==> src/rtl/pipe_scroller.sv <==
// Scrolling pipe obstacles: per-frame scroll, LFSR respawn, pass pulse, pixel/sprite decode.
// Pixel decode is zero-latency combinational; state updates on Clk; no backpressure.
module pipe_scroller #(
    parameter int NUM_PIPES = 2,
    parameter int PIPE_W    = 52,
    parameter int EDGE_H    = 24,
    parameter int GAP_H     = 100,
    parameter int SPACING   = 160,
    parameter int SPEED     = 2,
    parameter int SPAWN_X   = 480,
    parameter int GROUND_Y  = 400,
    parameter int BIRD_X    = 240
) (
    input  logic        Clk,
    input  logic        Reset,
    input  logic        frame_clk,
    input  logic        start,
    input  logic        stop,
    input  logic [9:0]  DrawX,
    input  logic [9:0]  DrawY,
    output logic        is_pipe,
    output logic        is_pipe_edge,
    output logic [18:0] p_addr,
    output logic [18:0] p_e_addr,
    output logic        running,
    output logic        pass_pulse
);

    localparam logic signed [10:0] PW_S   = 11'(PIPE_W);
    localparam logic signed [10:0] EH_S   = 11'(EDGE_H);
    localparam logic signed [10:0] GH_S   = 11'(GAP_H);
    localparam logic signed [10:0] GY_S   = 11'(GROUND_Y);
    localparam logic signed [10:0] SPD_S  = 11'(SPEED);
    localparam logic signed [10:0] BX_S   = 11'(BIRD_X);
    localparam logic signed [10:0] LIM_S  = 11'sd161;
    localparam logic signed [10:0] WRAP_S = 11'(NUM_PIPES * SPACING);
    localparam logic [15:0]        LFSR_SEED = 16'hACE1;

    typedef enum logic [1:0] {IDLE, RUN, FROZEN} state_t;

    state_t                state_q;
    logic                  running_q, pass_q, frame_prev_q;
    logic [15:0]           lfsr_q, lfsr_d;
    logic signed [10:0]    x_q [NUM_PIPES];
    logic [7:0]            gap_q [NUM_PIPES];
    logic signed [10:0]    x_d [NUM_PIPES];
    logic [7:0]            gap_d [NUM_PIPES];
    logic signed [10:0]    nx [NUM_PIPES];
    logic                  cross_d;
    logic                  tick;
    logic [7:0]            rnd;

    assign tick       = frame_clk & ~frame_prev_q;
    assign running    = running_q;
    assign pass_pulse = pass_q;
    assign lfsr_d     = {1'b0, lfsr_q[15:1]} ^ (lfsr_q[0] ? 16'hB400 : 16'h0000);
    // Folding the top quarter down keeps gap_top within 64..255.
    assign rnd        = (lfsr_q[7:0] <= 8'd191) ? lfsr_q[7:0] : lfsr_q[7:0] - 8'd128;

    always_comb begin
        cross_d = 1'b0;
        for (int i = 0; i < NUM_PIPES; i++) begin
            nx[i]    = x_q[i] - SPD_S;
            x_d[i]   = nx[i];
            gap_d[i] = gap_q[i];
            if ((x_q[i] + PW_S > BX_S) && (nx[i] + PW_S <= BX_S))
                cross_d = 1'b1;
            if (nx[i] + PW_S <= LIM_S) begin
                x_d[i]   = nx[i] + WRAP_S;
                gap_d[i] = 8'd64 + rnd;
            end
        end
    end

    always_ff @(posedge Clk or posedge Reset) begin
        if (Reset) begin
            state_q      <= IDLE;
            running_q    <= 1'b0;
            pass_q       <= 1'b0;
            frame_prev_q <= 1'b0;
            lfsr_q       <= LFSR_SEED;
            for (int i = 0; i < NUM_PIPES; i++) begin
                x_q[i]   <= 11'(SPAWN_X + i * SPACING);
                gap_q[i] <= 8'd160;
            end
        end else begin
            frame_prev_q <= frame_clk;
            lfsr_q       <= lfsr_d;
            pass_q       <= 1'b0;
            case (state_q)
                RUN: begin
                    if (stop) begin
                        state_q   <= FROZEN;
                        running_q <= 1'b0;
                    end else if (tick) begin
                        x_q    <= x_d;
                        gap_q  <= gap_d;
                        pass_q <= cross_d;
                    end
                end
                default: begin
                    if (start) begin
                        state_q   <= RUN;
                        running_q <= 1'b1;
                        lfsr_q    <= LFSR_SEED;
                        for (int i = 0; i < NUM_PIPES; i++) begin
                            x_q[i]   <= 11'(SPAWN_X + i * SPACING);
                            gap_q[i] <= 8'd160;
                        end
                    end
                end
            endcase
        end
    end

    always_comb begin : pixel_decode
        logic signed [10:0] dx, dy, gt, row;
        logic               hit;
        is_pipe      = 1'b0;
        is_pipe_edge = 1'b0;
        p_addr       = 19'd0;
        p_e_addr     = 19'd0;
        hit          = 1'b0;
        dx           = 11'sd0;
        gt           = 11'sd0;
        row          = 11'sd0;
        dy           = $signed({1'b0, DrawY});
        // First pipe whose columns cover DrawX owns the pixel.
        for (int i = 0; i < NUM_PIPES; i++) begin
            if (!hit) begin
                dx = $signed({1'b0, DrawX}) - x_q[i];
                if (dx >= 11'sd0 && dx < PW_S) begin
                    hit = 1'b1;
                    gt  = $signed({3'b000, gap_q[i]});
                    if (dy < gt - EH_S) begin
                        is_pipe = 1'b1;
                        p_addr  = 19'(dx);
                    end else if (dy < gt) begin
                        is_pipe_edge = 1'b1;
                        row          = gt - 11'sd1 - dy;
                        p_e_addr     = 19'(row) * 19'(PIPE_W) + 19'(dx);
                    end else if (dy >= gt + GH_S && dy < gt + GH_S + EH_S) begin
                        is_pipe_edge = 1'b1;
                        row          = dy - (gt + GH_S);
                        p_e_addr     = 19'(row) * 19'(PIPE_W) + 19'(dx);
                    end else if (dy >= gt + GH_S + EH_S && dy < GY_S) begin
                        is_pipe = 1'b1;
                        p_addr  = 19'(dx);
                    end
                end
            end
        end
    end

endmodule

==> config.mk <==
export PLATFORM = sky130hd
export DESIGN_NAME = pipe_scroller
export DESIGN_NICKNAME = d
export VERILOG_FILES = /design/src/rtl/pipe_scroller.sv
export SDC_FILE = /design/constraint.sdc
export NUM_CORES = 1
export LEC_CHECK = 0
export ABC_AREA = 1
export CAP_MARGIN = 20
export CORE_MARGIN = 2
export CORE_UTILIZATION = 55
export CTS_CLUSTER_SIZE = 8
export DETAILED_ROUTE_END_ITERATION = 10
export PLACE_DENSITY_LB_ADDON = 0.05
export SLEW_MARGIN = 0
export SYNTH_ARGS = -nofsm -noshare
export SYNTH_HDL_FRONTEND = slang
export SYNTH_SLANG_ARGS = --single-unit
==> constraint.sdc <==
create_clock -name Clk -period 24.8 [get_ports Clk]
set_input_delay 4.96 -clock Clk [delete_from_list [all_inputs] [get_ports Clk]]
set_output_delay 4.96 -clock Clk [all_outputs]
set_load 0.02 [all_outputs]
==> metrics.md, run 1 <==
| Metric | Value |
|---|---|
| Number of enable flip-flop cells after synthesis | `0` |
| CP max stage delay | `between 700 and 800 ps` |
| Post-synth ARST share | `1.00` |
| Final period utilization | `0.690` |
| N_diodes | `0` |
| Worst path required time | `19840 ps` |
| Detailed-router iteration count before antenna repair | `5` |
| Hold_sp | `lfsr_q[12]$_DFF_PP0_` |
| Reg2reg end | `gap_q[3]$_DFFE_PP0P_` |
| Synth unique cells | `65` |
| CTS tree | `built` |
| Worst EP arrival | `12140 ps` |
| GRT Total Usage | `0.288` |
| First-pass GRT wire length | `74000 um` |
| Hold depth | `1` |
| Core Region | `roughly 30000 um^2` |
| Die width | `around 180 um` |
| Final hold violations | `0` |
| Main synth FF type | `dfrtp_1` |
| GPL Wtd Cong | `0.967` |
| Place WS | `7750 ps` |
| Initial drt markers | `957` |
| Min Tclk post-route | `17100 ps` |
| Placed cells | `2910` |
| Final HPWL from detailed placement | `approximately 39000 um` |
| Setup_tns | `0 ps` |
| Starting Density | `0.561` |
| Worst Hold Class | `reg2reg` |
| Mapped cell area | `16700 um^2` |
| Worst r2r src | `x_q[1]$_DFFE_PP0P_` |
| Relative slew slack | `0.295` |
| DRT Wirelength | `45700 um` |
| Num CTS Buffers | `5` |
| Master of the slowest instance on the critical path | `clkdlybuf4s50_1` |
| GRT overflow | `0` |
| FF+latch count, synth | `56` |
| Final setup vio count | `0` |
| Via density | `5.47` |
| PostCTS Resize Cnt | `0` |
| Clk buf depth | `2` |
| Clk sinks | `56` |
| Worst-skew pair later-pin latency | `310 ps` |
| Number of post-CTS setup repair buffers | `0` |
| Unrepaired setup endpoints after global routing | `no` |
| Critical path endpoint category | `output port` |
| Worst reg-to-reg setup slack | `21900 ps` |
| Worst Path Class, Setup | `in2out` |
| Seq/Total Area, Yosys | `0.0855` |
| Max Freq | `58.5 MHz` |
| Die Y | `178 um` |
| H-tree levels | `2` |
| Outcome | `finished, final reports clean` |
| Syn Area/Cell | `6.72 um^2` |
| Root Driver | `clkbuf_16` |
| Cells on worst reg2reg path | `14` |
| WL/cell | `15.6 um` |
| Die ar. | `~32000 um^2` |
| Final cell count without fillers | `between 2000 and 3000` |
| Pin count of the biggest net entering global routing | `57` |
| Maxcap violations | `0` |
| Cts hold-fix bufs | `0` |
| Proportion of layout cells with a drive suffix above 1 | `0.0522` |
| Area Growth Syn to Fin | `6.37%` |
| Post-Route Skew | `between 7 and 8 ps` |
| Fin worst setup slack | `7700 ps` |
| Cells after Synth | `~2500` |
| Nets | `2918` |
| Yosys warnings | `0` |
| Vias in the first global route | `15007` |
| Slew Viols, Final | `0` |
| Hold EP | `lfsr_q[11]$_DFF_PP1_` |
| Row count | `between 60 and 70` |
| DRC | `0` |
| Number of port buffers | `53` |
| Slew of the pin with the lowest slew margin | `1050 ps` |
| Initial antenna violation count | `0` |
| CP Max Fanout | `9` |
| Vias | `approximately 16000` |
| Remaining antenna violation count | `0` |
| Top-level I/O count | `67` |
| Reg clk slew, reported paths | `~70 ps` |
| Type of origin of the critical path | `primary input` |
cells in the final DEF, fill, tap and decap left out, types with 13 or more instances in the layout:
cell type | netlist | layout
fa_1 | 50 | 50
nor2_1 | 133 | 133
dfstp_2 | 18 | 18
xnor2_1 | 52 | 52
nor3_1 | 29 | 29
a31oi_1 | 15 | 15
inv_1 | 416 | 415
a21oi_1 | 180 | 180
a21o_1 | 18 | 18
ha_1 | 316 | 316
nand2_1 | 548 | 548
dfrtp_1 | 38 | 38
o21ai_0 | 105 | 105
nand2_2 | 22 | 22
nand3_1 | 182 | 182
conb_1 | 2 | 17
nand4_1 | 36 | 36
xor2_1 | 105 | 105
clkdlybuf4s50_1 | 0 | 53
o21ai_2 | 13 | 13
stage by stage:
stage	utilization	hold WS, ps	cell area (um^2)
2_1_floorplan	-	413	16700
3_3_place_gp	0.591	430	17600
3_5_place_dp	0.591	428	17600
4_1_cts	0.596	447	17700
5_1_grt	0.596	467	17700
6_report	0.596	443	17700
state kept, by name, summed over array words and instances, names as in the netlist:
signal        flops
frame_prev_q      1
gap_q            16
lfsr_q           16
pass_pulse        1
state_q           2
x_q              20
Yosys cell counts (7+ instances only):
cell type | n | area, um^2
a21o_1 | 18 | 135
a21oi_1 | 180 | 901
a31oi_1 | 15 | 93.8
buf_2 | 10 | 50.1
buf_4 | 14 | 105
clkbuf_1 | 7 | 26.3
dfrtp_1 | 38 | 951
dfstp_2 | 18 | 473
fa_1 | 50 | 1000
ha_1 | 316 | 3950
inv_1 | 416 | 1560
inv_2 | 10 | 37.5
nand2_1 | 548 | 2060
nand2_2 | 22 | 138
nand3_1 | 182 | 911
nand3_2 | 7 | 70.1
nand3b_1 | 10 | 75.1
nand4_1 | 36 | 225
nor2_1 | 133 | 499
nor2_2 | 9 | 56.3
nor3_1 | 29 | 145
nor4_1 | 7 | 43.8
o21ai_0 | 105 | 526
o21ai_1 | 11 | 55.1
o21ai_2 | 13 | 114
o21bai_1 | 11 | 82.6
o22ai_1 | 11 | 68.8
o31ai_1 | 9 | 67.6
or2_2 | 10 | 62.6
xnor2_1 | 52 | 455
xor2_1 | 105 | 920
critical path: cells and delay by family:
family / cells / cell delay, ps
compound gates: 9 / 1390
xor+xnor: 1 / 300
fa+ha+maj: 6 / 2130
buf+inv: 7 / 1830
simple gates: 13 / 1490
cells by family (layout without fill, tap and decap cells):
group	count (synthesis)	in the layout	synth area share
fa+ha+maj	366	366	0.297
other cells	2	17	0.000451
flops	56	56	0.0855
buf+inv	466	498	0.112
simple gates	1019	1019	0.274
xor+xnor	162	162	0.0901
compound gates	408	408	0.140
mux	2	2	0.00120
routing by layer:
metal,vias to the layer above,share of wire,global-route usage
li1,8202,-,-
met1,7360,0.47,0.389
met2,334,0.48,0.509
met3,56,0.035,0.00916
met4,0,0.021,0.0693
met5,-,0,0
worst max path at each step:
stage	from	end	slack, ps	depth (start not counted)
floorplan	DrawY[0]	p_e_addr[17]	9840	31
global placement	DrawY[6]	p_e_addr[15]	7810	32
detailed placement	DrawY[4]	p_e_addr[17]	7750	36
CTS	DrawY[4]	p_e_addr[17]	7730	36
global route	DrawY[4]	p_e_addr[17]	7100	36
finish	DrawY[4]	p_e_addr[17]	7700	36
area by class of cell:
class                   count  area, um^2
clock buffers               6         129
clock inverters             2        38.8
fillers                  2990       12000
inverters                 430        1620
multi-input cells        1974       13400
flip-flops and latches     56        1420
well taps                 390         488
repair buffers             60         583
Power of run 1 is left out: the tool's default activity adds up to more than one toggle a clock period on the data nets, which glitch-free logic cannot reach.
==> run 2, diff against run 1 <==
Clock period 24.8 ns to 15.4 ns, I/O delays scaled along.
==> metrics.md, run 2 (same netlist as run 1, synthesis figures left out) <==
| Metric | Value |
|---|---|
| Place WS | `2070 ps (was 7750 ps)` |
| Die ar. | `31700 um^2 (unchanged)` |
| Unrepaired setup endpoints after global routing | `no (unchanged)` |
| Final cell count without fillers | `2918 (unchanged)` |
| Post-Route Skew | `7.90 ps (was 7.82 ps)` |
| Type of origin of the critical path | `primary input (unchanged)` |
| GPL Wtd Cong | `0.954 (was 0.967)` |
| Commonest non-fill, non-tap cells in the layout | `nand2_1 (548), inv_1 (415), ha_1 (316) (unchanged)` |
| Most common cell type on the critical path | `nand2_1` |
| Placed cells | `2910 (unchanged)` |
| Slew of the pin with the lowest slew margin | `1010 ps (was 1050 ps)` |
| Most flops, register | `x_q (unchanged)` |
| PostCTS Resize Cnt | `0 (unchanged)` |
| Slew Viols, Final | `0 (unchanged)` |
| GRT overflow | `0 (unchanged)` |
| CTS tree | `built (unchanged)` |
| Number of post-CTS setup repair buffers | `0 (unchanged)` |
| Largest regs | `x_q: 20 flops, gap_q: 16 flops, lfsr_q: 16 flops (unchanged)` |
| Master of the slowest instance on the critical path | `clkdlybuf4s50_1 (unchanged)` |
| Detailed-router iteration count before antenna repair | `5 (unchanged)` |
| CP max stage delay | `620 ps (was 760 ps)` |
| WP buf/inv | `8 (was 7)` |
| Top-level I/O count | `67 (unchanged)` |
| Max reg flops | `20 (unchanged)` |
| Area of the multi-input gates | `13400 um^2 (unchanged)` |
| Worst path required time | `12320 ps (was 19840 ps)` |
| First-pass GRT wire length | `73900 um (was 74000 um)` |
| Die Y | `178 um (unchanged)` |
| DRT Wirelength | `45900 um (was 45700 um)` |
| Worst Hold Class | `reg2reg (unchanged)` |
| Crit path max-delay family | `adder cells (unchanged)` |
| Number of fill cells | `2920 (was 2990)` |
| Num CTS Buffers | `5 (unchanged)` |
| Fin worst setup slack | `2040 ps (was 7700 ps)` |
| DRC | `0 (unchanged)` |
| Setup_tns | `0 ps (unchanged)` |
| Maxcap violations | `0 (unchanged)` |
| Pin count of the biggest net entering global routing | `57 (unchanged)` |
| Number of port buffers | `53 (unchanged)` |
| Initial antenna violation count | `0 (unchanged)` |
| Starting Density | `0.561 (unchanged)` |
| Root Driver | `clkbuf_16 (unchanged)` |
| Vias in the first global route | `15205 (was 15007)` |
| GRT Total Usage | `0.288 (about the same)` |
| Final HPWL from detailed placement | `39400 um (about the same)` |
| Max Freq | `74.9 MHz` |
| Row count | `63 (unchanged)` |
| Core Region | `29700 um^2 (unchanged)` |
| Reg clk slew, reported paths | `70 ps (about the same)` |
| WL/cell | `15.7 um (was 15.6 um)` |
| CP Max Fanout | `5 (was 9)` |
| Initial drt markers | `899 (was 957)` |
| Worst EP arrival | `10280 ps (was 12140 ps)` |
| Worst-skew pair later-pin latency | `300 ps (was 310 ps)` |
| Outcome | `finished, final reports clean (unchanged)` |
| Final setup vio count | `0 (unchanged)` |
| Storage cell area | `1420 um^2 (unchanged)` |
| Nets | `2918 (unchanged)` |
| Commonest non-fill, non-tap cell in the layout | `nand2_1 (unchanged)` |
| N_diodes | `0 (unchanged)` |
| Via density | `5.52 (was 5.47)` |
| Area Growth Syn to Fin | `6.37% (unchanged)` |
| Relative slew slack | `0.325 (was 0.295)` |
| Worst Path Class, Setup | `in2out (unchanged)` |
| Die width | `178 um (unchanged)` |
| Vias | `16117 (was 15952)` |
| Cts hold-fix bufs | `0 (unchanged)` |
| Final hold violations | `0 (unchanged)` |
| Critical path endpoint category | `output port (unchanged)` |
| Clk sinks | `56 (unchanged)` |
| Remaining antenna violation count | `0 (unchanged)` |
| Final period utilization | `0.867` |
| Min Tclk post-route | `13360 ps` |
| Proportion of layout cells with a drive suffix above 1 | `0.0522 (unchanged)` |
| H-tree levels | `2 (unchanged)` |
| Clk buf depth | `2 (unchanged)` |
-- run 2: cell counts in the layout (fill, tap and decap cells not counted) --
Identical to the previous run, type by type.
-- run 2: final cells by class --
| type | instances | share of cell area |
|---|---|---|
| Inverter | 430 | 0.0915 |
| Clock inverter | 2 | 0.00219 |
| Timing Repair Buffer | 60 | 0.0329 |
| Clock buffer | 6 | 0.00727 |
| Tap cell | 390 | 0.0275 |
| Multi-Input combinational cell | 1974 | 0.758 |
| Sequential cell | 56 | 0.0803 |
-- run 2: through the flow --
| step | cell area (um^2) | hold WS [ps] | util |
|---|---|---|---|
| after global placement | 17600 | 431 | 0.591 |
| after floorplan | 16700 | 413 | - |
| after global routing | 17700 | 464 | 0.596 |
| after detailed placement | 17600 | 431 | 0.591 |
| final | 17700 | 445 | 0.596 |
| after CTS | 17700 | 449 | 0.596 |
-- run 2: worst paths after layout --
check                                     start  slack (ps)                   end  cells past startpoint
hold / removal             lfsr_q[12]$_DFF_PP0_         450  lfsr_q[11]$_DFF_PP1_                      1
hold reg to reg            lfsr_q[12]$_DFF_PP0_         450  lfsr_q[11]$_DFF_PP1_                      1
min in group asynchronous                 Reset        3300  lfsr_q[14]$_DFF_PP0_                      3
setup reg to reg             x_q[1]$_DFFE_PP0P_       12500  gap_q[2]$_DFFE_PP0P_                     14
setup / recovery                       DrawY[1]        2040          p_e_addr[17]                     36
max in group asynchronous                 Reset       11620    x_q[5]$_DFFE_PP0P_                      3
-- run 2: routing by layer --
metal | share of wire | global-route usage | up-vias
li1 | - | - | 8212
met1 | 0.46 | 0.382 | 7429
met2 | 0.46 | 0.499 | 393
met3 | 0.044 | 0.0179 | 83
met4 | 0.031 | 0.0932 | 0
met5 | 0 | 0 | -
Power of run 2 is left out for the same reason.
